File: config.mk
export PLATFORM = sky130hd
export DESIGN_NAME = multicycle_controller
export DESIGN_NICKNAME = d
export VERILOG_FILES = /design/src/rtl/multicycle_controller.sv
export SDC_FILE = /design/constraint.sdc
export NUM_CORES = 1
export LEC_CHECK = 0
export ABC_CLOCK_PERIOD_IN_PS = 2600
export CORE_UTILIZATION = 45
export DETAILED_ROUTE_END_ITERATION = 7
export GPL_ROUTABILITY_DRIVEN = 0
export PLACE_DENSITY_LB_ADDON = 0.05
export SLEW_MARGIN = 25
export SYNTH_ARGS = -nofsm -noshare
export SYNTH_HDL_FRONTEND = slang
export SYNTH_SLANG_ARGS = --single-unit
export TNS_END_PERCENT = 20
File: constraint.sdc
create_clock -name Clk -period 2.6 [get_ports Clk]
set_input_delay 0.26 -clock Clk [delete_from_list [all_inputs] [get_ports Clk]]
set_output_delay 0.26 -clock Clk [all_outputs]
set_load 0.05 [all_outputs]
File: src/rtl/multicycle_controller.sv
// Multicycle control unit for the 16-bit CPU: ready/valid instruction fetch, decode, registered datapath controls.
// Optional build macro ILLEGAL_TRAP_EN: opcodes 8..15 enter a reset-only TRAP state instead of decoding as NOOP.
module multicycle_controller #(
    parameter int PC_W      = 7,
    parameter int D_ADDR_W  = 8,
    parameter int RF_ADDR_W = 4
) (
    input  logic                 Clk,
    input  logic                 Rst_n,
    output logic [PC_W-1:0]      IMem_Addr,
    output logic                 IMem_Rd,
    input  logic                 IMem_Rdy,
    input  logic [15:0]          IMem_Data,
    input  logic                 ALU_Zero,
    input  logic                 Resume,
    output logic [PC_W-1:0]      PC_Out,
    output logic [15:0]          IR_Out,
    output logic [3:0]           OutState,
    output logic [3:0]           NextState,
    output logic [D_ADDR_W-1:0]  D_Addr,
    output logic                 D_Wr,
    output logic                 RF_s,
    output logic                 RF_W_en,
    output logic [RF_ADDR_W-1:0] RF_Ra_Addr,
    output logic [RF_ADDR_W-1:0] RF_Rb_Addr,
    output logic [RF_ADDR_W-1:0] RF_W_Addr,
    output logic [2:0]           ALU_s0,
    output logic                 Halted,
    output logic                 Illegal
);

    typedef enum logic [3:0] {
        S_INIT   = 4'd0,
        S_FETCH  = 4'd1,
        S_DECODE = 4'd2,
        S_LOAD_A = 4'd3,
        S_LOAD_B = 4'd4,
        S_STORE  = 4'd5,
        S_ADD    = 4'd6,
        S_SUB    = 4'd7,
        S_HALT   = 4'd8,
        S_JMP    = 4'd9,
        S_JZ     = 4'd10,
        S_NOOP   = 4'd11,
        S_TRAP   = 4'd12
    } state_t;

    localparam logic [3:0] OP_NOOP  = 4'd0;
    localparam logic [3:0] OP_STORE = 4'd1;
    localparam logic [3:0] OP_LOAD  = 4'd2;
    localparam logic [3:0] OP_ADD   = 4'd3;
    localparam logic [3:0] OP_SUB   = 4'd4;
    localparam logic [3:0] OP_HALT  = 4'd5;
    localparam logic [3:0] OP_JMP   = 4'd6;
    localparam logic [3:0] OP_JZ    = 4'd7;

`ifdef ILLEGAL_TRAP_EN
    localparam state_t UNDEF_DEST = S_TRAP;
`else
    localparam state_t UNDEF_DEST = S_NOOP;
`endif

    state_t              state_q, state_d;
    logic [PC_W-1:0]     pc_q, pc_d;
    logic [15:0]         ir_q, ir_d;
    logic                z_q, z_d;

    logic                imem_rd_q, imem_rd_d;
    logic [PC_W-1:0]     imem_addr_q, imem_addr_d;
    logic [D_ADDR_W-1:0] d_addr_q, d_addr_d;
    logic                d_wr_q, d_wr_d;
    logic                rf_s_q, rf_s_d;
    logic                rf_w_en_q, rf_w_en_d;
    logic [RF_ADDR_W-1:0] ra_q, ra_d;
    logic [RF_ADDR_W-1:0] rb_q, rb_d;
    logic [RF_ADDR_W-1:0] w_q, w_d;
    logic [2:0]          alu_s0_q, alu_s0_d;
    logic                halted_q, halted_d;
`ifdef ILLEGAL_TRAP_EN
    logic                illegal_q, illegal_d;
`endif

    logic [3:0]          opcode_s;
    logic [PC_W-1:0]     target_s;

    assign opcode_s = ir_q[15:12];
    assign target_s = ir_q[PC_W-1:0];

    // Next-state, PC, IR and zero-flag computation
    always_comb begin
        state_d = state_q;
        pc_d    = pc_q;
        ir_d    = ir_q;
        z_d     = z_q;
        case (state_q)
            S_INIT: state_d = S_FETCH;
            S_FETCH: begin
                if (IMem_Rdy) begin
                    ir_d    = IMem_Data;
                    pc_d    = pc_q + PC_W'(1);
                    state_d = S_DECODE;
                end else begin
                    state_d = S_FETCH;
                end
            end
            S_DECODE: begin
                case (opcode_s)
                    OP_NOOP:  state_d = S_NOOP;
                    OP_STORE: state_d = S_STORE;
                    OP_LOAD:  state_d = S_LOAD_A;
                    OP_ADD:   state_d = S_ADD;
                    OP_SUB:   state_d = S_SUB;
                    OP_HALT:  state_d = S_HALT;
                    OP_JMP:   state_d = S_JMP;
                    OP_JZ:    state_d = S_JZ;
                    default:  state_d = UNDEF_DEST;
                endcase
            end
            S_LOAD_A: state_d = S_LOAD_B;
            S_LOAD_B: state_d = S_FETCH;
            S_STORE:  state_d = S_FETCH;
            S_ADD, S_SUB: begin
                z_d     = ALU_Zero;
                state_d = S_FETCH;
            end
            S_JMP: begin
                pc_d    = target_s;
                state_d = S_FETCH;
            end
            S_JZ: begin
                if (z_q) begin
                    pc_d = target_s;
                end else begin
                    pc_d = pc_q;
                end
                state_d = S_FETCH;
            end
            S_NOOP: state_d = S_FETCH;
            // PC already points past the HALT, so resuming simply refetches from it
            S_HALT: begin
                if (Resume) begin
                    state_d = S_FETCH;
                end else begin
                    state_d = S_HALT;
                end
            end
`ifdef ILLEGAL_TRAP_EN
            S_TRAP: state_d = S_TRAP;
`endif
            default: state_d = S_INIT;
        endcase
    end

    // Control outputs for the state being entered, so they register in step with it
    always_comb begin
        imem_rd_d   = 1'b0;
        imem_addr_d = '0;
        d_addr_d    = '0;
        d_wr_d      = 1'b0;
        rf_s_d      = 1'b0;
        rf_w_en_d   = 1'b0;
        ra_d        = '0;
        rb_d        = '0;
        w_d         = '0;
        alu_s0_d    = 3'd0;
        halted_d    = 1'b0;
`ifdef ILLEGAL_TRAP_EN
        illegal_d   = 1'b0;
`endif
        case (state_d)
            S_FETCH: begin
                imem_rd_d   = 1'b1;
                imem_addr_d = pc_d;
            end
            S_LOAD_A: begin
                d_addr_d = ir_d[D_ADDR_W+3:4];
                rf_s_d   = 1'b1;
            end
            S_LOAD_B: begin
                d_addr_d  = ir_d[D_ADDR_W+3:4];
                rf_s_d    = 1'b1;
                rf_w_en_d = 1'b1;
                w_d       = ir_d[3:0];
            end
            S_STORE: begin
                d_addr_d = ir_d[D_ADDR_W+3:4];
                d_wr_d   = 1'b1;
                ra_d     = ir_d[3:0];
            end
            S_ADD, S_SUB: begin
                rf_w_en_d = 1'b1;
                ra_d      = ir_d[11:8];
                rb_d      = ir_d[7:4];
                w_d       = ir_d[3:0];
                alu_s0_d  = (state_d == S_ADD) ? 3'd1 : 3'd2;
            end
            S_HALT: halted_d = 1'b1;
            S_TRAP: begin
                halted_d  = 1'b1;
`ifdef ILLEGAL_TRAP_EN
                illegal_d = 1'b1;
`endif
            end
            default: imem_rd_d = 1'b0;
        endcase
    end

    // State, architectural registers and registered control outputs
    always_ff @(posedge Clk or negedge Rst_n) begin
        if (!Rst_n) begin
            state_q     <= S_INIT;
            pc_q        <= '0;
            ir_q        <= 16'h0000;
            z_q         <= 1'b0;
            imem_rd_q   <= 1'b0;
            imem_addr_q <= '0;
            d_addr_q    <= '0;
            d_wr_q      <= 1'b0;
            rf_s_q      <= 1'b0;
            rf_w_en_q   <= 1'b0;
            ra_q        <= '0;
            rb_q        <= '0;
            w_q         <= '0;
            alu_s0_q    <= 3'd0;
            halted_q    <= 1'b0;
`ifdef ILLEGAL_TRAP_EN
            illegal_q   <= 1'b0;
`endif
        end else begin
            state_q     <= state_d;
            pc_q        <= pc_d;
            ir_q        <= ir_d;
            z_q         <= z_d;
            imem_rd_q   <= imem_rd_d;
            imem_addr_q <= imem_addr_d;
            d_addr_q    <= d_addr_d;
            d_wr_q      <= d_wr_d;
            rf_s_q      <= rf_s_d;
            rf_w_en_q   <= rf_w_en_d;
            ra_q        <= ra_d;
            rb_q        <= rb_d;
            w_q         <= w_d;
            alu_s0_q    <= alu_s0_d;
            halted_q    <= halted_d;
`ifdef ILLEGAL_TRAP_EN
            illegal_q   <= illegal_d;
`endif
        end
    end

    assign IMem_Rd    = imem_rd_q;
    assign IMem_Addr  = imem_addr_q;
    assign PC_Out     = pc_q;
    assign IR_Out     = ir_q;
    assign OutState   = state_q;
    assign NextState  = state_d;
    assign D_Addr     = d_addr_q;
    assign D_Wr       = d_wr_q;
    assign RF_s       = rf_s_q;
    assign RF_W_en    = rf_w_en_q;
    assign RF_Ra_Addr = ra_q;
    assign RF_Rb_Addr = rb_q;
    assign RF_W_Addr  = w_q;
    assign ALU_s0     = alu_s0_q;
    assign Halted     = halted_q;
`ifdef ILLEGAL_TRAP_EN
    assign Illegal    = illegal_q;
`else
    assign Illegal    = 1'b0;
`endif

endmodule
==> results of run 1 <==
## path summary, 6_finish.rpt
kind                                from           end  slack, ps  cells after the start
setup / recovery              IR_Out[13]  NextState[3]        150                      7
hold / removal             IMem_Data[12]    IR_Out[12]        480                      3
setup reg to reg             OutState[1]     D_Addr[5]        360                      6
hold reg to reg                IR_Out[9]     IR_Out[9]        550                      2
max in group asynchronous          Rst_n     IR_Out[2]       1490                      3
min in group asynchronous          Rst_n    IR_Out[12]        510                      2
## timing repair
| action | in CTS | in global routing |
|---|---|---|
| hold endpoints to repair | 25 | 0 |
| setup endpoints to repair | 1 | 0 |
| gates resized for setup | 1 | 0 |
| hold buffers | 1 | 0 |
## final cells by class
class                           instances  area share, %
Sequential cell                        62           41.0
Multi-Input combinational cell        137           24.6
Tap cell                               72           2.38
Timing Repair Buffer                   94           25.0
Inverter                               16           1.59
Clock inverter                          7           2.15
Clock buffer                            9           3.28
## stage by stage
stage | utilization, % | hold slack, ps | area, µm² | setup slack, ps | std cells
detailed placement | 64.4 | 360 | 3570 | 269 | 380
global route | 68.2 | 508 | 3780 | 10.2 | 397
floorplan | - | -35.6 | 2610 | 204 | 227
global placement | 64.4 | 351 | 3570 | 303 | 380
finish | 68.2 | 481 | 3780 | 154 | 397
CTS | 68.2 | 479 | 3780 | 162 | 397
## per-layer routing
metal  share of wire (%)  vias to the layer above
met5                   0                        -
met4                 1.9                        0
met3                 7.0                        9
met2                  47                       73
met1                  44                      968
li1                    -                      965
## critical path, cell delays in order (launching register included)
cell and delay, ps:
dfrtp_1 370, inv_1 90, ha_1 200, nor2b_1 130, o31ai_1 300, a21o_1 260
inv_1 70, dlygate4sd2_1 420
## sequential cells by signal (all words and copies together), names as in the netlist
name        cells
IMem_Rd         1
RF_Ra_Addr      4
RF_s            1
PC_Out          7
IMem_Addr       7
IR_Out         16
Halted          1
OutState        4
z_q             1
ALU_s0          2
RF_W_en         1
RF_Rb_Addr      4
D_Addr          8
RF_W_Addr       4
D_Wr            1
## cells in the final DEF, fill, tap and decap left out, types with 2 or more instances in the layout
master,synthesis,layout
a221o_1,3,3
mux2i_1,11,11
ha_1,5,5
a21o_1,4,4
nor2_1,21,21
nor2b_1,12,12
inv_1,16,16
nor4b_1,2,2
o21ai_0,9,9
conb_1,1,2
a21oi_1,8,8
clkinv_4,0,3
clkbuf_8,0,9
nor3_1,3,3
mux2_2,7,7
and2_1,2,2
and4_1,2,2
clkdlybuf4s50_1,0,80
a222oi_1,2,2
nand2b_1,4,4
nand4b_1,2,2
nand2_1,11,11
a211oi_1,4,4
nand3_1,3,3
dfrtp_1,62,62
buf_12,0,3
o21bai_1,2,2
buf_4,2,8
inv_6,0,2
## kinds of logic after synthesis
family	synth area share (%)
buffers and inverters	4.94
adders and majority gates	2.40
and+or+nand+nor	15.2
AOI/OAI and AO/OA	10.6
other	0.144
DFF	59.5
muxes	7.25
==> impl_results.rst, run 1 <==
.. list-table::
   :header-rows: 1

   * - Metric
     - Value
   * - Status
     - complete, no violations
   * - Antenna Nets Post-Route
     - 0
   * - Dominant cell type by area after synthesis
     - dfrtp_1
   * - Cell at the root of the clock tree
     - clkbuf_8
   * - Combined area of the multi-input logic cells
     - between 900 and 1000 µm²
   * - TritonCTS clock tree
     - built
   * - Row cnt
     - 27
   * - Sum of negative setup slack
     - 0 ps
   * - Avg Cell Area, Syn
     - approximately 12 µm²
   * - Most used standard cells in the synthesized netlist
     - dfrtp_1 (62), nor2_1 (21), inv_1 (16)
   * - Pre-antenna DRT Iters
     - 4
   * - Setup repair after global routing missed its margin
     - false
   * - Remaining global-route overflow
     - 0
   * - Standard cell core area
     - 5540 µm²
   * - GRT met2 Usage
     - approximately a third
   * - Startpoint type of the worst setup path
     - flip-flop
   * - GRT met1 Usage
     - a little over a quarter
   * - Initial core utilization
     - 47.0%
   * - Antenna violations before repair
     - 0
   * - Clock Sink Count
     - 62
   * - Number of remaining DRC errors
     - 0
   * - Number of DRC markers after the initial detailed-route iteration
     - approximately 150
   * - Class of the tightest hold or removal check
     - input port to flip-flop
   * - Share of synthesized registers carrying an async set or reset
     - between 90% and 100%
   * - Overall routed net length
     - slightly below 6000 µm
   * - Fillers
     - 436
   * - Worst Setup Path Type
     - flip-flop to output port
   * - Proportion of layout cells with a drive suffix above 1
     - between 10% and 20%
   * - Deepest clock path buffer count
     - 2
   * - Flops & latches, synth
     - 62
   * - Total Die Area
     - a little over 6000 µm²
   * - Setup Buffers After CTS
     - 0
   * - FF+latch area
     - about 1600 µm²
   * - Mean routed wirelength per cell
     - between 10 and 15 µm
   * - Maxcap violations
     - 0
   * - Element type at the critical path end
     - output port
   * - CTS buffer count
     - 9
   * - Required time of the critical path
     - between 2000 and 2500 ps
   * - DR vias/cell
     - 5.08
   * - EDFF count, synth
     - 0
   * - Htree depth
     - 3
   * - Setup skew after layout
     - roughly 5.9 ps
   * - Top Ports
     - slightly below 90
   * - Overall global routing resource usage
     - 21.0%
   * - GR Util met3
     - approximately 6.9%
   * - Maximum clock rate
     - about 400 MHz
   * - Netlist area before placement
     - between 2000 and 3000 µm²
   * - Count of endpoints failing hold in the final timing report
     - 0
   * - Final number of setup-violating endpoints
     - 0
   * - Vias after detailed routing
     - just over 2000
   * - Clock Pin Slew Worst Setup and Hold Paths
     - roughly 70 ps
   * - Die width
     - a little under 80 µm
   * - Synthesis warning total
     - 0
   * - Crit-path max FO
     - 5
   * - Slew margin rel.
     - 51.7%
   * - Wire length of the first global-routing pass
     - about 9500 µm
   * - Shortest clock period the worst path allows after layout
     - between 2000 and 2500 ps
   * - Slew at the pin with the worst max-slew slack
     - 725 ps
   * - Relative area change from synthesis to final layout
     - 45.1%
   * - Most used flip-flop cell after synthesis
     - dfrtp_1
   * - Number of port buffers
     - 85
   * - CP arrival
     - 2190 ps
   * - Number of distinct standard cells referenced by the synthesized netlist
     - between 40 and 50
   * - Final worst-path cycle share
     - 94.1%
   * - Max Transition Viols Final
     - 0
   * - Die Ht
     - 78.1 µm
   * - Via count of the first global-routing pass
     - 1957
   * - Diode insertion count for antenna repair
     - 0
   * - Most area-consuming cells after synthesis
     - dfrtp_1 (60%), mux2i_1 (4.2%), mux2_2 (3.0%)
   * - Most repeated cell in the gate-level netlist after synthesis
     - dfrtp_1
   * - Count of nets after finishing
     - about 350
   * - GRT Max-Usage Layer
     - met2
   * - Clock latency on the worst-skew pair
     - around 340 ps
   * - Cells after Synth
     - about 230
   * - Pin count of the biggest net entering global routing
     - 33
   * - Portion of synthesized cell area occupied by the leading cell type
     - a little under 60%
   * - Seq/Total Area, Yosys
     - ~60%
   * - DPL Wire Length
     - between 4000 and 5000 µm
Power of run 1 is left out: the tool's default activity adds up to more than one toggle a clock period on the data nets, which glitch-free logic cannot reach.
==> run 2, diff against run 1 <==
--- a/config.mk
+++ b/config.mk
@@ -7,9 +7,11 @@
 export LEC_CHECK = 0
 export ABC_CLOCK_PERIOD_IN_PS = 2600
 export CORE_UTILIZATION = 45
+export CTS_CLUSTER_DIAMETER = 200
 export DETAILED_ROUTE_END_ITERATION = 7
 export GPL_ROUTABILITY_DRIVEN = 0
 export PLACE_DENSITY_LB_ADDON = 0.05
+export RECOVER_POWER = 100
 export SLEW_MARGIN = 25
 export SYNTH_ARGS = -nofsm -noshare
 export SYNTH_HDL_FRONTEND = slang
==> run 2 against run 1 <==
The flow now finishes with violations (capacitance limit, slew limit). Hold slack better by 1.7 ps. Register-to-register slack worse by 80 ps. Critical path depth is 2 lower. Highest routed layer unchanged.
==> impl_results.rst, run 2 (synthesis results as in run 1) <==
.. list-table::
   :header-rows: 1

   * - Metric
     - Value
   * - Pre-antenna DRT Iters
     - 4 (unchanged)
   * - Element type at the critical path end
     - output port (unchanged)
   * - Overall global routing resource usage
     - 21.0% (unchanged)
   * - Status
     - complete, but fails checks (was complete, no violations)
   * - Number of placed instances with taps included
     - 380 (unchanged)
   * - Cell at the root of the clock tree
     - clkbuf_8 (unchanged)
   * - Proportion of layout cells with a drive suffix above 1
     - 10.8% (was 12.3%)
   * - Maximum clock rate
     - 409 MHz (about the same)
   * - Pin count of the biggest net entering global routing
     - 33 (unchanged)
   * - Register-to-register setup slack
     - 280 ps (was 360 ps)
   * - Number of DRC markers after the initial detailed-route iteration
     - 182 (was 145)
   * - Number of flip-flops under the largest register name
     - 16 (unchanged)
   * - Count of endpoints failing hold in the final timing report
     - 0 (unchanged)
   * - Mean routed wirelength per cell
     - 14.8 µm (about the same)
   * - Count of nets after finishing
     - 346 (unchanged)
   * - Highest-count cells in the layout ignoring fill and taps
     - dfrtp_1 (62), dlygate4sd3_1 (62), nor2_1 (21) (was clkdlybuf4s50_1 (80), dfrtp_1 (62), nor2_1 (21))
   * - Diode insertion count for antenna repair
     - 0 (unchanged)
   * - Die width
     - 78.1 µm (unchanged)
   * - Standard cell core area
     - 5540 µm² (unchanged)
   * - Worst R2R Start
     - OutState[2] (was OutState[1])
   * - Max Transition Viols Final
     - 33 (was 0)
   * - Violations in the final reports
     - capacitance limit, slew limit
   * - Initial core utilization
     - 47.0% (unchanged)
   * - Clock latency on the worst-skew pair
     - 340 ps (about the same)
   * - Setup skew after layout
     - 6.79 ps (was 5.89 ps)
   * - Total Die Area
     - 6100 µm² (unchanged)
   * - GRT met1 Usage
     - 26.9% (unchanged)
   * - DR vias/cell
     - 5.08 (unchanged)
   * - Fillers
     - 444 (was 436)
   * - Wire length of the first global-routing pass
     - 9520 µm (unchanged)
   * - Crit path to
     - NextState[1] (was NextState[3])
   * - Crit-path max FO
     - 14 (was 5)
   * - Sum of negative setup slack
     - 0 ps (unchanged)
   * - Final standard cell utilization of the core
     - 67.3% (was 68.2%)
   * - Worst r2r dst
     - D_Addr[5] (unchanged)
   * - Maxcap violations
     - 1 (was 0)
   * - CTS buffer count
     - 9 (unchanged)
   * - Htree depth
     - 3 (unchanged)
   * - Relative area change from synthesis to final layout
     - 43.1% (was 45.1%)
   * - Remaining global-route overflow
     - 0 (unchanged)
   * - Row cnt
     - 27 (unchanged)
   * - Worst Setup Path Type
     - flip-flop to output port (unchanged)
   * - DPL Wire Length
     - 4210 µm (unchanged)
   * - Number of remaining DRC errors
     - 0 (unchanged)
   * - GRT Max-Usage Layer
     - met2 (unchanged)
   * - Top Ports
     - 88 (unchanged)
   * - Clock Pin Slew Worst Setup and Hold Paths
     - 70 ps (about the same)
   * - Worst-case hold slack
     - 483 ps (was 481 ps)
   * - Worst setup path start
     - OutState[2] (was IR_Out[13])
   * - Antenna Nets Post-Route
     - 0 (unchanged)
   * - Deepest clock path buffer count
     - 2 (unchanged)
   * - Slew at the pin with the worst max-slew slack
     - 1660 ps (was 725 ps)
   * - Final worst-path cycle share
     - 94.0% (was 94.1%)
   * - CP arrival
     - 2180 ps (was 2190 ps)
   * - TritonCTS clock tree
     - built (unchanged)
   * - Class of the tightest hold or removal check
     - input port to flip-flop (unchanged)
   * - GRT met2 Usage
     - 32.4% (unchanged)
   * - Final non-filler cell total
     - 397 (unchanged)
   * - Combined area of the multi-input logic cells
     - 921 µm² (was 930 µm²)
   * - FF+latch area
     - 1550 µm² (unchanged)
   * - Die Ht
     - 78.1 µm (unchanged)
   * - Overall routed net length
     - 5890 µm (was 5860 µm)
   * - Slew margin rel.
     - -10.5% (was 51.7%)
   * - GR Util met3
     - 6.86% (unchanged)
   * - Clock Sink Count
     - 62 (unchanged)
   * - Final number of setup-violating endpoints
     - 0 (unchanged)
   * - Required time of the critical path
     - 2340 ps (about the same)
   * - Startpoint type of the worst setup path
     - flip-flop (unchanged)
   * - Setup repair after global routing missed its margin
     - false (unchanged)
   * - Antenna violations before repair
     - 0 (unchanged)
   * - Shortest clock period the worst path allows after layout
     - 2440 ps (was 2450 ps)
   * - Number of port buffers
     - 85 (unchanged)
   * - Vias after detailed routing
     - 2015 (unchanged)
   * - Via count of the first global-routing pass
     - 1957 (unchanged)
   * - Depth of the most critical reg-to-reg path
     - 5 (was 6)
## run 2: cell count changes in the layout (fill, tap and decap cells not counted), moves of 2 or more
cell,before,now
clkbuf_4,0,2
clkdlybuf4s50_1,80,19
clkbuf_2,0,2
dlygate4sd3_1,1,62
buf_12,3,0
## run 2: layout make-up
| cell class | count | share of cell area (%) |
|---|---|---|
| flip-flops and latches | 62 | 41.6 |
| multi-input cells | 137 | 24.7 |
| repair buffers | 94 | 24.2 |
| clock buffers | 9 | 3.32 |
| well taps | 72 | 2.42 |
| clock inverters | 7 | 2.18 |
| inverters | 16 | 1.61 |
## run 2: what timing repair did
action                                 CTS  global route
endpoints found under the hold margin   25             0
hold buffers                             1             0
gates resized for setup                  1             0
setup endpoints to repair                1             0
setup buffers                            0             0
## run 2: metrics by stage
stage	instance area, µm²	worst slack [ps]
finish	3730	155
global route	3730	13.4
CTS	3780	162
detailed placement	3570	269
global placement	3570	303
floorplan	2610	204
## run 2: worst min-delay path by stage
stage / end / cells after the start / slack (ps) / start
CTS: IR_Out[12] / 3 / 480 / IMem_Data[12]
global placement: IR_Out[14] / 1 / 350 / Rst_n
floorplan: ALU_s0[0] / 0 / -40 / Rst_n
detailed placement: IR_Out[14] / 1 / 360 / Rst_n
finish: IR_Out[12] / 3 / 480 / IMem_Data[12]
global route: IR_Out[13] / 3 / 510 / IMem_Data[13]
## run 2: per-layer routing
metal  vias to the layer above  routed length, µm
li1                        965                  -
met1                       962               2580
met2                        79               2770
met3                         9                417
met4                         0                113
met5                         -                  0
## run 2: worst max-delay path, cell delays in order, from the launching register on
cell	delay (ps)
dfrtp_1	490
nor4b_1	450
nand2_1	310
nand2_1	160
buf_4	200
buf_4	220
Power of run 2 is left out for the same reason.
==> run 3, diff against run 2 <==
--- a/config.mk
+++ b/config.mk
@@ -6,9 +6,10 @@
 export NUM_CORES = 1
 export LEC_CHECK = 0
 export ABC_CLOCK_PERIOD_IN_PS = 2600
-export CORE_UTILIZATION = 45
+export CORE_UTILIZATION = 55
 export CTS_CLUSTER_DIAMETER = 200
 export DETAILED_ROUTE_END_ITERATION = 7
+export DONT_BUFFER_PORTS = 1
 export GPL_ROUTABILITY_DRIVEN = 0
 export PLACE_DENSITY_LB_ADDON = 0.05
 export RECOVER_POWER = 100
==> run 3 against run 2 <==
The run now ends clean. Register-to-register slack hardly changed. Die area is 18% lower. Sequential share of layout area increased by 12 points. Count of clock-buffer cells in the layout rose by 4. Maximum frequency down 0.12%. Hold slack got worse by 420 ps. Via count decreased by 12%.
==> impl_results.rst, run 3 (synthesis results as in run 1) <==
.. list-table::
   :header-rows: 1

   * - Metric
     - Value
   * - Sum of negative setup slack
     - 0 ps (unchanged)
   * - Overall routed net length
     - 5540 µm (was 5890 µm)
   * - Clock Pin Slew Worst Setup and Hold Paths
     - 70 ps (about the same)
   * - Count of endpoints failing hold in the final timing report
     - 0 (unchanged)
   * - Total Die Area
     - 5020 µm² (was 6100 µm²)
   * - Standard cell core area
     - 4440 µm² (was 5540 µm²)
   * - Proportion of layout cells with a drive suffix above 1
     - 12.4% (was 10.8%)
   * - Worst Hold Endpoint
     - IR_Out[13] (was IR_Out[12])
   * - Highest-count cells in the layout ignoring fill and taps
     - dfrtp_1 (62), nor2_1 (21), inv_1 (16) (was dfrtp_1 (62), dlygate4sd3_1 (62), nor2_1 (21))
   * - Pre-antenna DRT Iters
     - 8 (was 4)
   * - DR vias/cell
     - 5.90 (was 5.08)
   * - Number of DRC markers after the initial detailed-route iteration
     - 131 (was 182)
   * - Worst hold path startpoint
     - IMem_Data[13] (was IMem_Data[12])
   * - Setup skew after layout
     - 6.36 ps (was 6.79 ps)
   * - Worst setup path start
     - OutState[1] (was OutState[2])
   * - Final worst-path cycle share
     - 94.1% (was 94.0%)
   * - Status
     - complete, no violations (was complete, but fails checks)
   * - Post-cts gate resize count
     - 0 (was 1)
   * - CP top delay family
     - buffers and inverters (was simple AND/OR/NAND/NOR gates)
   * - Cell with the largest stage delay on the worst path
     - clkbuf_1 (was dfrtp_1)
   * - Cell depth of the worst hold path
     - 2 (was 3)
   * - Pin count of the biggest net entering global routing
     - 63 (was 33)
   * - Final number of setup-violating endpoints
     - 0 (unchanged)
   * - Overall global routing resource usage
     - 24.3% (was 21.0%)
   * - Fillers
     - 357 (was 444)
   * - Setup Buffers After CTS
     - 0 (unchanged)
   * - Hold buffers post-CTS
     - 2 (was 1)
   * - Most common library cell in the layout ignoring fill and taps
     - dfrtp_1
   * - Number of remaining DRC errors
     - 0 (unchanged)
   * - Die Ht
     - 70.8 µm (was 78.1 µm)
   * - Clock latency on the worst-skew pair
     - 330 ps (was 340 ps)
   * - Setup repair after global routing missed its margin
     - false (unchanged)
   * - Max Transition Viols Final
     - 0 (was 33)
   * - Class of the tightest hold or removal check
     - input port to flip-flop (unchanged)
   * - Number of flip-flops under the largest register name
     - 16 (unchanged)
   * - Shortest clock period the worst path allows after layout
     - 2450 ps (was 2440 ps)
   * - Htree depth
     - 3 (unchanged)
   * - Clock Sink Count
     - 62 (unchanged)
   * - Startpoint type of the worst setup path
     - flip-flop (unchanged)
   * - Minimum setup slack after placement
     - 276 ps (was 269 ps)
   * - Top Ports
     - 88 (unchanged)
   * - Vias after detailed routing
     - 1775 (was 2015)
   * - Register-to-register setup slack
     - 290 ps (was 280 ps)
   * - TritonCTS clock tree
     - built (unchanged)
   * - Element type at the critical path end
     - output port (unchanged)
   * - Max stage delay on crit path
     - 560 ps (was 490 ps)
   * - CTS buffer count
     - 9 (unchanged)
   * - FF+latch area
     - 1550 µm² (unchanged)
   * - Depth of the most critical reg-to-reg path
     - 7 (was 5)
   * - Worst r2r dst
     - D_Addr[1] (was D_Addr[5])
   * - DPL Wire Length
     - 3980 µm (was 4210 µm)
   * - Required time of the critical path
     - 2340 ps (about the same)
   * - Worst-case hold slack
     - 59.0 ps (was 483 ps)
   * - Relative area change from synthesis to final layout
     - 11.2% (was 43.1%)
   * - Mean routed wirelength per cell
     - 18.4 µm (was 14.8 µm)
   * - Antenna violations before repair
     - 0 (unchanged)
   * - Maxcap violations
     - 0 (was 1)
   * - Remaining global-route overflow
     - 0 (unchanged)
   * - Crit-path max FO
     - 12 (was 14)
   * - Number of port buffers
     - 0 (was 85)
   * - Wire length of the first global-routing pass
     - 9000 µm (was 9520 µm)
   * - CP arrival
     - 2190 ps (was 2180 ps)
   * - Die width
     - 70.8 µm (was 78.1 µm)
   * - Diode insertion count for antenna repair
     - 0 (unchanged)
   * - Maximum clock rate
     - 409 MHz (about the same)
   * - Cell-by-cell listing of the critical path
     - clkbuf_1 -> and2_0 -> nand2_1 -> inv_1 (was nor4b_1 -> nand2_1 -> nand2_1 -> buf_4 -> buf_4)
   * - Initial core utilization
     - 58.6% (was 47.0%)
   * - Worst Setup Path Type
     - flip-flop to output port (unchanged)
   * - Cell at the root of the clock tree
     - clkbuf_8 (unchanged)
   * - Antenna Nets Post-Route
     - 0 (unchanged)
   * - Deepest clock path buffer count
     - 2 (unchanged)
   * - Combined area of the multi-input logic cells
     - 927 µm² (was 921 µm²)
   * - Number of buffers and inverters on the critical path
     - 2 (unchanged)
   * - Via count of the first global-routing pass
     - 1808 (was 1957)
   * - Row cnt
     - 24 (was 27)
   * - Worst R2R Start
     - IR_Out[12] (was OutState[2])
   * - Slew margin rel.
     - 4.08% (was -10.5%)
   * - Count of nets after finishing
     - 270 (was 346)
   * - Minimum setup slack in the final design
     - 152 ps (was 155 ps)
   * - Slew at the pin with the worst max-slew slack
     - 1440 ps (was 1660 ps)
## run 3: changes by cell type in the layout (fill, tap and decap cells not counted), moves of 2 or more
cell | before | now
dlygate4sd3_1 | 62 | 1
clkdlybuf4s50_1 | 19 | 0
clkbuf_1 | 1 | 12
inv_6 | 2 | 0
clkinv_4 | 3 | 1
clkbuf_4 | 2 | 0
## run 3: worst max-delay path by stage
stage                        end  slack, ps  depth (start not counted)
floorplan           IMem_Addr[6]        200                          7
global placement    IMem_Addr[6]        470                          5
detailed placement     D_Addr[3]        280                          7
CTS                 NextState[1]        190                          7
global route        NextState[1]         20                          7
finish              NextState[2]        150                          4
## run 3: per-stage QoR
stage          area, µm²  instances  util, %
3_5_place_dp        2730        283     61.3
3_3_place_gp        2730        283     61.3
5_1_grt             2900        301     65.2
4_1_cts             2960        301     66.5
2_1_floorplan       2610        227        -
6_report            2900        301     65.2
## run 3: routing by layer
layer | part of all wire, % | up-vias | GRT usage [%]
met1 | 42 | 872 | 29.8
li1 | - | 811 | -
met3 | 9.8 | 6 | 9.97
met2 | 48 | 86 | 37.0
met4 | 0.96 | 0 | 12.9
met5 | 0 | - | 0
## run 3: worst register-to-register path: stages, from the launching register on
cell and delay (ps):
dfrtp_1 450, inv_1 110, ha_1 290, mux2i_1 50, o21ai_0 380, a222oi_1 220
o21ai_1 550, nor2_1 120
## run 3: cell type report
class	instances	area share, %
clock inverters	3	1.51
inverters	16	2.07
flip-flops and latches	62	53.5
multi-input cells	137	32.0
clock buffers	13	5.14
well taps	52	2.25
repair buffers	18	3.50
Power of run 3 is left out for the same reason.
